$ cat config.mk
export PLATFORM = sky130hd
export DESIGN_NAME = cpu_run_ctrl
export DESIGN_NICKNAME = d
export VERILOG_FILES = /design/src/rtl/cpu_ctrl_pkg.sv /design/src/rtl/sat_counter.sv /design/src/rtl/cpu_run_ctrl.sv
export SDC_FILE = /design/constraint.sdc
export NUM_CORES = 1
export LEC_CHECK = 0
export CAP_MARGIN = 10
export CORE_AREA = 2 2 51 53
export DETAILED_ROUTE_END_ITERATION = 6
export DIE_AREA = 0 0 53 55
export GPL_ROUTABILITY_DRIVEN = 0
export PLACE_DENSITY = 0.82
export SETUP_SLACK_MARGIN = 0.05
export SLEW_MARGIN = 5
export SYNTH_ARGS = -nofsm -noshare
export SYNTH_HDL_FRONTEND = slang
export SYNTH_SLANG_ARGS = --single-unit
$ cat constraint.sdc
create_clock -name clk -period 3.9 [get_ports clk]
set_input_delay 0.975 -clock clk [delete_from_list [all_inputs] [get_ports clk]]
set_output_delay 0.975 -clock clk [all_outputs]
set_load 0.05 [all_outputs]
$ cat src/rtl/cpu_ctrl_pkg.sv
// Shared definitions for the 1-bit CPU execution controller.
// Holds the state encoding used by the run/halt/step FSM.
package cpu_ctrl_pkg;

    localparam int unsigned STATE_W = 3;

    typedef enum logic [STATE_W-1:0] {
        HALT = 3'd0,
        RUN  = 3'd1,
        STEP = 3'd2,
        SKIP = 3'd3,
        BRK  = 3'd4
    } state_e;

endpackage

$ cat src/rtl/sat_counter.sv
// Saturating up-counter: counts enabled clock edges, sticks at all-ones.
// Cleared only by the asynchronous reset.
module sat_counter #(
    parameter int unsigned W = 16
) (
    input  logic         clk,
    input  logic         reset,
    input  logic         inc,
    output logic [W-1:0] cnt
);

    logic [W-1:0] r_cnt;

    always_ff @(posedge clk or posedge reset) begin
        if (reset) begin
            r_cnt <= '0;
        end else if (inc && (r_cnt != {W{1'b1}})) begin
            r_cnt <= r_cnt + W'(1);
        end
    end

    assign cnt = r_cnt;

endmodule

$ cat src/rtl/cpu_run_ctrl.sv
// Run/halt/single-step controller with one fetch-address breakpoint.
// Gates the CPU register enable and counts executed cycles.
module cpu_run_ctrl
    import cpu_ctrl_pkg::*;
#(
    parameter int unsigned ADDR_W = 4,
    parameter int unsigned CNT_W  = 16
) (
    input  logic                clk,
    input  logic                reset,
    input  logic                run_req,
    input  logic                halt_req,
    input  logic                step_req,
    input  logic                bp_en,
    input  logic [ADDR_W-1:0]   bp_addr,
    input  logic [ADDR_W-1:0]   pc,
    output logic                cpu_en,
    output logic                halted,
    output logic                bp_hit,
    output logic [STATE_W-1:0]  state,
    output logic [CNT_W-1:0]    cycle_cnt
);

    state_e r_state;
    state_e w_next;
    logic   r_step_q;
    logic   w_step_edge;
    logic   w_bp_match;
    logic   w_cpu_en;

    assign w_step_edge = step_req & ~r_step_q;
    assign w_bp_match  = bp_en & (pc == bp_addr);

    always_ff @(posedge clk or posedge reset) begin
        if (reset) begin
            r_state  <= HALT;
            r_step_q <= 1'b0;
        end else begin
            r_state  <= w_next;
            r_step_q <= step_req;
        end
    end

    // Next state and enable decode; halt_req wins, then run_req, then a step edge.
    always_comb begin
        w_next   = r_state;
        w_cpu_en = 1'b0;
        case (r_state)
            HALT, BRK: begin
                if (halt_req)         w_next = HALT;
                else if (run_req)     w_next = SKIP;
                else if (w_step_edge) w_next = STEP;
            end
            SKIP: begin
                w_cpu_en = ~halt_req;
                w_next   = halt_req ? HALT : RUN;
            end
            RUN: begin
                w_cpu_en = ~halt_req & ~w_bp_match;
                if (halt_req)        w_next = HALT;
                else if (w_bp_match) w_next = BRK;
            end
            STEP: begin
                w_cpu_en = 1'b1;
                w_next   = HALT;
            end
            default: begin
                w_next = HALT;
            end
        endcase
    end

    sat_counter #(
        .W (CNT_W)
    ) u_cycle_cnt (
        .clk   (clk),
        .reset (reset),
        .inc   (w_cpu_en),
        .cnt   (cycle_cnt)
    );

    assign cpu_en = w_cpu_en;
    assign state  = r_state;
    assign halted = (r_state == HALT) || (r_state == BRK);
    assign bp_hit = (r_state == BRK);

endmodule

======== Word level (Yosys, flattened, before mapping) ========
Cells that the tools add are included.
storage, ports and cells
  bits in registers ....................... 20
  output and inout bits ................... 22
  input port bits ......................... 14
  word-level logic and storage cells ...... 31
cells by class
  add/subtract/negate cells ............... 1
  eq/ne operators ......................... 8
  reduce and logical (&&, ||, !) cells .... 5
  multiplexer cells ....................... 8
  bitwise operators ....................... 6
operator list
  kind                     number
  $add A16 B1 Y16 const B  1
  $ne A16 B16 Y1 const B   1
  $mux W3                  5
  $pmux W3 S3              1
  $eq A3 B2 Y1 const B     2
  $eq A4 B4 Y1             1
  $ne A4 B4 Y1 const B     1
  $and A1 B1 Y1            3
  $eq A3 B1 Y1 const B     1
  $eq A3 B3 Y1 const B     1
  $logic_not A3 Y1         1
  $ne A3 B3 Y1 const B     1
  $not A1 Y1               3
  $pmux W1 S3              1
  $reduce_and A2 Y1        1
  $reduce_or A2 Y1         1
  $logic_and A1 B1 Y1      1
  $logic_or A1 B1 Y1       1
  $mux W1                  1

======== Depth between registers and ports, before layout ========
Gate-level depths: netlist of run 1.
  depth after elaboration ................. 6
  depth in mapped cells ................... 7
  mapped depth without buffers ............ 6

======== Cells and area by module ========
From an unflattened synthesis of run 1, not the netlist that was laid out.
second synthesis, totals
  cell total of the unflattened synthesis .. 94
  area, all modules ....................... 1,039.7 um^2
modules (own cells, without submodules)
  module        area an instance (um^2)  times used  cells an instance
  sat_counter   805.8                    1           71
  cpu_run_ctrl  234.0                    1           23

======== Worst setup path after synthesis of run 1 ========
No wires, ideal clock.
  path type ............................... input-to-output
  start ................................... in bp_addr[1]
  end ..................................... out cpu_en
  data required time ...................... 2.925 ns
  cell stages on the path ................. 4
  path buffers ............................ 0
  arrival time ............................ 1.913 ns
  slack ................................... 1.012 ns
  cell sequence ........................... xor2_1 or3b_4 o21ai_2 inv_2
between the ends
  longest elaborated chain between the ends .. 5
ends and longest elaborated chain
  item           line                RTL
  from (decl)    cpu_run_ctrl.sv:15  input logic [ADDR_W-1:0] bp_addr,
  $eq A4 B4 Y1   cpu_run_ctrl.sv:32  assign w_bp_match = bp_en & (pc == bp_addr);
  $and A1 B1 Y1  cpu_run_ctrl.sv:32
  $not A1 Y1     cpu_run_ctrl.sv:59  w_cpu_en = ~halt_req & ~w_bp_match;
  $and A1 B1 Y1  cpu_run_ctrl.sv:59
  $pmux W1 S3    cpu_run_ctrl.sv:48  case (r_state)
  to (decl)      cpu_run_ctrl.sv:17  output logic cpu_en,
Every way passes these cells.

======== Worst setup path after layout of run 1 ========
Ends and elaborated chain as after synthesis.

==> flow_summary_export.csv, run 1 <==
group,metric,value,unit
status,status,"finished, final reports clean",
clock_tree,cts_hold_repair.buffers,0,
sta,fin_hold_ws,0.5071,ns
finish,final_cell_area,0.001519,mm²
sta,slew_headroom,50.31,%
clock_tree,htree_levels,1,
floorplan,die_area,0.002915,mm²
worst_setup_path,required,2.92,ns
pwr,powerDensity,679.9,mW/mm²
worst_setup_path,critPathCaptureType,"output port",
sta,worst-slew-pin-transition,0.7445,ns
clock_tree,cts_tree,"built",
global_route,grt_pass1_vias,892,
route,drcViolationCount,0,
sta,hold_viol,0,
clock_tree,cts.repair.resized,0,
floorplan,start_util,47.62,%
clock_tree,clk_pin_slew,0.11,ns
sta,grt_setup_unrepaired,"no",
route,drt_iter0_markers,12,
pwr,p_comb_share,55.3,%
pwr,pwr-share-seq,35.0,%
pwr,power.share.clock,9.7,%
sta,min_period,3.357,ns
floorplan,die_y,55,µm
finish,stdcell_count,168,
finish,mostFrequentLayoutCell,"clkdlybuf4s50_1",
pwr,p_int,508.5,µW
synthesis,seq_area_frac_synth,44.44,%
synthesis,synth_area_per_cell,11.15,µm²
route,via_per_inst,5.345,
synthesis,synthCells,101,
clock_tree,clk_latency,0.30,ns
route,wl_per_cell,13.17,µm
job,maxCapViolCount,0,
synthesis,synth_area,0.001126,mm²
finish,drive_gt1_share,15.94,%
sta,slew_viol_final,0,
placed_design,place_inst,165,
sta,finalSetupViolCount,0,
global_route,overflow,0,
worst_setup_path,reg2regPathDepth,6,
placed_design,detailed_place_hpwl,1721,µm
global_route,grt_pass1_wl,3836,µm
worst_setup_path,worstPathMaxFanout,4,
route,vias,898,
worst_setup_path,cp_data_arrival_time,2.38,ns
clock_tree,numCtsBuffers,3,
worst_setup_path,cp-start-kind,"input pin",
synthesis,synth_cell_types,32,
finish,area_growth,34.89,%
route,routed_wl,2213,µm
synthesis,async_flop_share,100.0,%
pwr,p_sw_share,50.76,%
floorplan,num_rows,18,
route,drt_first_pass_iters,4,
finish,antenna_cells,0,
placed_design,post_dp_cell_area,0.001496,mm²
sta,setup_tns,0,ns
synthesis,ys_warn_count,0,
synthesis,synth-seq-cells,20,
worst_setup_path,setup.worst_path.class,"input pin to output port",
global_route,antenna_found_initial,0,
clock_tree,cts_buffer_depth,2,
floorplan,core,0.002365,mm²
placed_design,io_buffers,35,
clock_tree,cts-root-buf,"clkbuf_4",
finish,mostFrequentLayoutCells,"34 x clkdlybuf4s50_1, 20 x dfrtp_1, 13 x xor2_1, 7 x nand3_1, 7 x nand2_1",
synthesis,synth.net_count,116,
route,antenna_left,0,
floorplan,ios,36,
worst_hold_path,hold_path.class,"register to register",
worst_setup_path,crit_start,"bp_addr[1]",
pwr,leakage,0.0005921,µW
worst_setup_path,r2r_setup_slack,1.84,ns
worst_setup_path,crit_end,"cpu_en",
sta,timing.final.crit_share,86.09,%
sta,fmax,297.8,MHz
finish,final_nets,155,
pwr,ir_drop,0.0006300,V
pwr,p_switching,524.2,µW
clock_tree,clock-sinks,20,
sta,clock_skew,0.003034,ns
worst_setup_path,r2r_end,"u_cycle_cnt.cnt[1]",
worst_setup_path,worstReg2RegStart,"u_cycle_cnt.cnt[0]",
global_route,track_usage,18.23,%
synthesis,synthFlopType,"dfrtp_1",
clock_tree,post_cts_buffers,0,
pwr,power,1033,µW
synthesis,synth_edf_count,0,
global_route,grt_max_degree,21,
floorplan,die_x,53,µm
## routing by layer
metal  GRT usage, %  up-vias  wire (µm)
met2          32.50       30       1159
met3          3.495        4        111
li1               -      432          -
met5              0        -          0
met1          22.05      432        913
met4          6.410        0         28
## Yosys cell counts (3+ instances only)
cell | instances | share of area, %
a21oi_1 | 4 | 1.8
and3_1 | 3 | 1.7
dfrtp_1 | 20 | 44
nand2_1 | 7 | 2.3
nand3_1 | 7 | 3.1
nor2_1 | 5 | 1.7
nor3_1 | 4 | 1.8
nor3b_1 | 4 | 2.7
nor4_2 | 4 | 4.4
xnor2_1 | 3 | 2.3
xor2_1 | 13 | 10
## power by group through the flow
stage | registers (µW) | clock network [µW] | logic (µW)
after global placement | 362 | 0 | 567
final | 361 | 100 | 571
after global routing | 376 | 112 | 611
after detailed placement | 366 | 0 | 575
after floorplan | 574 | 0 | 178
after CTS | 362 | 104 | 577
## state kept, by name, indices dropped and copies added (netlist names)
| register | count |
|---|---|
| state | 3 |
| r_step_q | 1 |
| u_cycle_cnt.cnt | 16 |
## final cells by class
class                   instances  area, µm²
fillers                       203      845.8
multi-input cells              76      591.8
flip-flops and latches         20      500.5
repair buffers                 36      355.3
well taps                      30      37.54
clock buffers                   3      22.52
inverters                       3      11.26
## metrics by stage
stage	setup WS, ns	util (%)
final	0.5425	64.23
after global routing	0.4739	64.23
after CTS	0.5357	64.23
after detailed placement	0.5369	63.28
after global placement	0.5746	63.28
after floorplan	1.012	-
## how the worst min path moves through the flow
stage | startpoint | endpoint | slack [ns] | cells past startpoint
after floorplan | r_step_q | state[1] | 0.58 | 3
after global placement | u_cycle_cnt.cnt[9] | u_cycle_cnt.cnt[9] | 0.49 | 1
after detailed placement | u_cycle_cnt.cnt[13] | u_cycle_cnt.cnt[13] | 0.50 | 1
after CTS | u_cycle_cnt.cnt[13] | u_cycle_cnt.cnt[13] | 0.52 | 1
after global routing | u_cycle_cnt.cnt[13] | u_cycle_cnt.cnt[13] | 0.55 | 1
final | u_cycle_cnt.cnt[13] | u_cycle_cnt.cnt[13] | 0.51 | 1
## logic make-up after synthesis
| logic type | after synthesis | synth area share (%) |
|---|---|---|
| adders and majority gates | 1 | 1.111 |
| DFF | 20 | 44.44 |
| xor gates and xnor gates | 16 | 12.44 |
| AOI/OAI and AO/OA | 8 | 5.112 |
| muxes | 3 | 3.333 |
| buffers and inverters | 5 | 3.000 |
| and+or+nand+nor | 48 | 30.56 |
## critical path, stage by stage
cell and delay, ns:
clkdlybuf4s50_1 0.43, xor2_1 0.18, or3b_4 0.38, o21ai_2 0.15, inv_2 0.07, buf_4 0.19
Note: power is estimated with default switching activity, not from simulation.
==> run 2: changes to the inputs <==
==> constraint.sdc (replaced) <==
create_clock -name clk -period 3.9 [get_ports clk]
set_input_delay 0.78 -clock clk [delete_from_list [all_inputs] [get_ports clk]]
set_output_delay 0.78 -clock clk [all_outputs]
set_load 0.05 [all_outputs]
==> results of run 2 <==
Same layout as run 1 (identical final DEF). Status: finished, final reports clean.
Among the figures that moved: setup slack after placement 0.5369 ns -> 0.9269 ns; setup slack after layout 0.5425 ns -> 0.9325 ns
==> run 3: changes to the inputs <==
--- a/config.mk
+++ b/config.mk
@@ -6,11 +6,11 @@
 export NUM_CORES = 1
 export LEC_CHECK = 0
 export CAP_MARGIN = 10
-export CORE_AREA = 2 2 51 53
+export CORE_AREA = 2 2 54 56
 export DETAILED_ROUTE_END_ITERATION = 6
-export DIE_AREA = 0 0 53 55
+export DIE_AREA = 0 0 56 58
 export GPL_ROUTABILITY_DRIVEN = 0
-export PLACE_DENSITY = 0.82
+export PLACE_DENSITY = 0.74
 export SETUP_SLACK_MARGIN = 0.05
 export SLEW_MARGIN = 5
 export SYNTH_ARGS = -nofsm -noshare
==> constraint.sdc (replaced) <==
create_clock -name clk -period 3 [get_ports clk]
set_input_delay 0.6 -clock clk [delete_from_list [all_inputs] [get_ports clk]]
set_output_delay 0.6 -clock clk [all_outputs]
set_load 0.05 [all_outputs]
==> run 3 against run 2 <==
Global-route usage is 1.7 points lower; wire length grew 6.1%; worst hold slack improved by 0.019 ns; via count rose by 1.3%; final cell count up 1.2%; die area rose by 11%; power rose by 33%; sequential cell count unchanged; first-iteration DRC count increased by 58%; utilization fell by 6.6 points.
==> flow_summary_export.csv, run 3 (synthesis results as in run 1) <==
group,metric,value,unit
sta,worst-slew-pin-transition,0.7513,ns
floorplan,die_y,58,µm
route,antenna_left,0,
finish,mostFrequentLayoutCell,"clkdlybuf4s50_1",
floorplan,die_x,56,µm
global_route,grt_max_degree,21,
worst_hold_path,hold_path.class,"register to register",
finish,multi_input_area,591.8,µm²
finish,fill_cells,250,
sta,grt_setup_unrepaired,"no",
worst_setup_path,cp_cell_sequence,"clkdlybuf4s50_1 -> xor2_1 -> or3b_4 -> o21ai_2 -> inv_2 -> buf_4",
floorplan,core,0.002663,mm²
worst_setup_path,cp-start-kind,"input pin",
route,drt_first_pass_iters,4,
route,drt_iter0_markers,19,
worst_setup_path,critPathCaptureType,"output port",
route,via_per_inst,5.353,
pwr,ir_drop,0.0007495,V
global_route,overflow,0,
worst_setup_path,required,2.40,ns
pwr,p_comb_share,53.8,%
clock_tree,cts_hold_repair.buffers,0,
sta,fmax,387.5,MHz
clock_tree,cts_buffer_depth,2,
worst_setup_path,max_stage_delay,0.41,ns
route,vias,910,
clock_tree,clock-sinks,20,
clock_tree,cts_tree,"built",
clock_tree,clk_latency,0.31,ns
floorplan,die_area,0.003248,mm²
status,status,"finished, final reports clean",
sta,fin_hold_ws,0.5257,ns
clock_tree,cts.repair.resized,0,
pwr,p_switching,689.5,µW
clock_tree,clk_pin_slew,0.12,ns
finish,area_growth,36.22,%
worst_setup_path,cp_data_arrival_time,1.98,ns
worst_setup_path,r2r_setup_slack,0.91,ns
pwr,leakage,0.0005993,µW
worst_setup_path,crit_slowest_cell,"clkdlybuf4s50_1",
pwr,power,1378,µW
sta,clock_skew,0.001446,ns
sta,min_period,2.581,ns
finish,drive_gt1_share,16.55,%
worst_setup_path,setup.worst_path.class,"input pin to output port",
sta,slew_viol_final,0,
clock_tree,cts-root-buf,"clkbuf_4",
global_route,grt_pass1_vias,933,
sta,hold_viol,0,
sta,slew_headroom,49.86,%
global_route,track_usage,16.56,%
pwr,p_int,688.2,µW
clock_tree,numCtsBuffers,3,
pwr,powerDensity,898.1,mW/mm²
pwr,power.share.clock,11.8,%
floorplan,ios,36,
floorplan,num_rows,19,
clock_tree,htree_levels,1,
finish,largest_register_ffs,16,
route,routed_wl,2348,µm
sta,finalSetupViolCount,0,
worst_setup_path,crit_start,"bp_addr[1]",
sta,setup_tns,0,ns
job,maxCapViolCount,0,
global_route,antenna_found_initial,0,
finish,final_nets,155,
placed_design,io_buffers,35,
clock_tree,post_cts_buffers,0,
sta,timing.final.crit_share,86.03,%
route,drcViolationCount,0,
global_route,grt_pass1_wl,4257,µm
finish,regArea,500.5,µm²
floorplan,start_util,42.29,%
pwr,p_sw_share,50.05,%
worst_setup_path,worstPathMaxFanout,4,
pwr,pwr-share-seq,34.4,%
worst_setup_path,worstReg2RegStart,"u_cycle_cnt.cnt[0]",
finish,antenna_cells,0,
route,wl_per_cell,13.81,µm
finish,mostFrequentLayoutCells,"34 x clkdlybuf4s50_1, 20 x dfrtp_1, 13 x xor2_1, 7 x nand3_1, 7 x nand2_1",
worst_hold_path,min_from,"u_cycle_cnt.cnt[9]",
placed_design,detailed_place_hpwl,1755,µm
run 3: routing by layer:
layer | track usage (%) | part of all wire (%) | up-vias
met5 | 0 | 0 | -
met4 | 4.082 | 0.98 | 0
met3 | 4.241 | 4.0 | 4
met2 | 28.91 | 51 | 21
met1 | 20.68 | 44 | 447
li1 | - | - | 438
run 3: power by group through the flow:
stage	clock network, µW	logic, µW	registers [µW]
floorplan	0	232	746
global placement	0	738	474
detailed placement	0	743	478
CTS	167	746	476
global route	177	785	494
finish	162	741	474
run 3: final timing paths:
path,to,cells past startpoint
min in group asynchronous,u_cycle_cnt.cnt[0],2
max in group asynchronous,state[2],2
hold / removal,u_cycle_cnt.cnt[9],1
setup reg to reg,u_cycle_cnt.cnt[10],6
hold reg to reg,u_cycle_cnt.cnt[9],1
setup / recovery,cpu_en,6
run 3: worst max-delay path: cells and delay by family:
kind | cells | cell delay (ns)
xor gates and xnor gates | 1 | 0.17
AOI/OAI and AO/OA | 1 | 0.15
and+or+nand+nor | 1 | 0.38
buffers and inverters | 3 | 0.67
run 3: layout make-up:
type                            count  area share [%]
Timing Repair Buffer               36           23.16
Sequential cell                    20           32.63
Multi-Input combinational cell     76           38.58
Tap cell                           31           2.529
Inverter                            3          0.7341
Clock buffer                        4           2.365
run 3: metrics by stage:
step           utilization, %  area (µm²)  cells  setup WS (ns)
3_5_place_dp            56.25        1498    166         0.4086
6_report                57.61        1534    170         0.4191
2_1_floorplan               -        1126    101         0.6753
3_3_place_gp            56.25        1498    166         0.4305
5_1_grt                 57.61        1534    170         0.3420
4_1_cts                 57.61        1534    170         0.4069
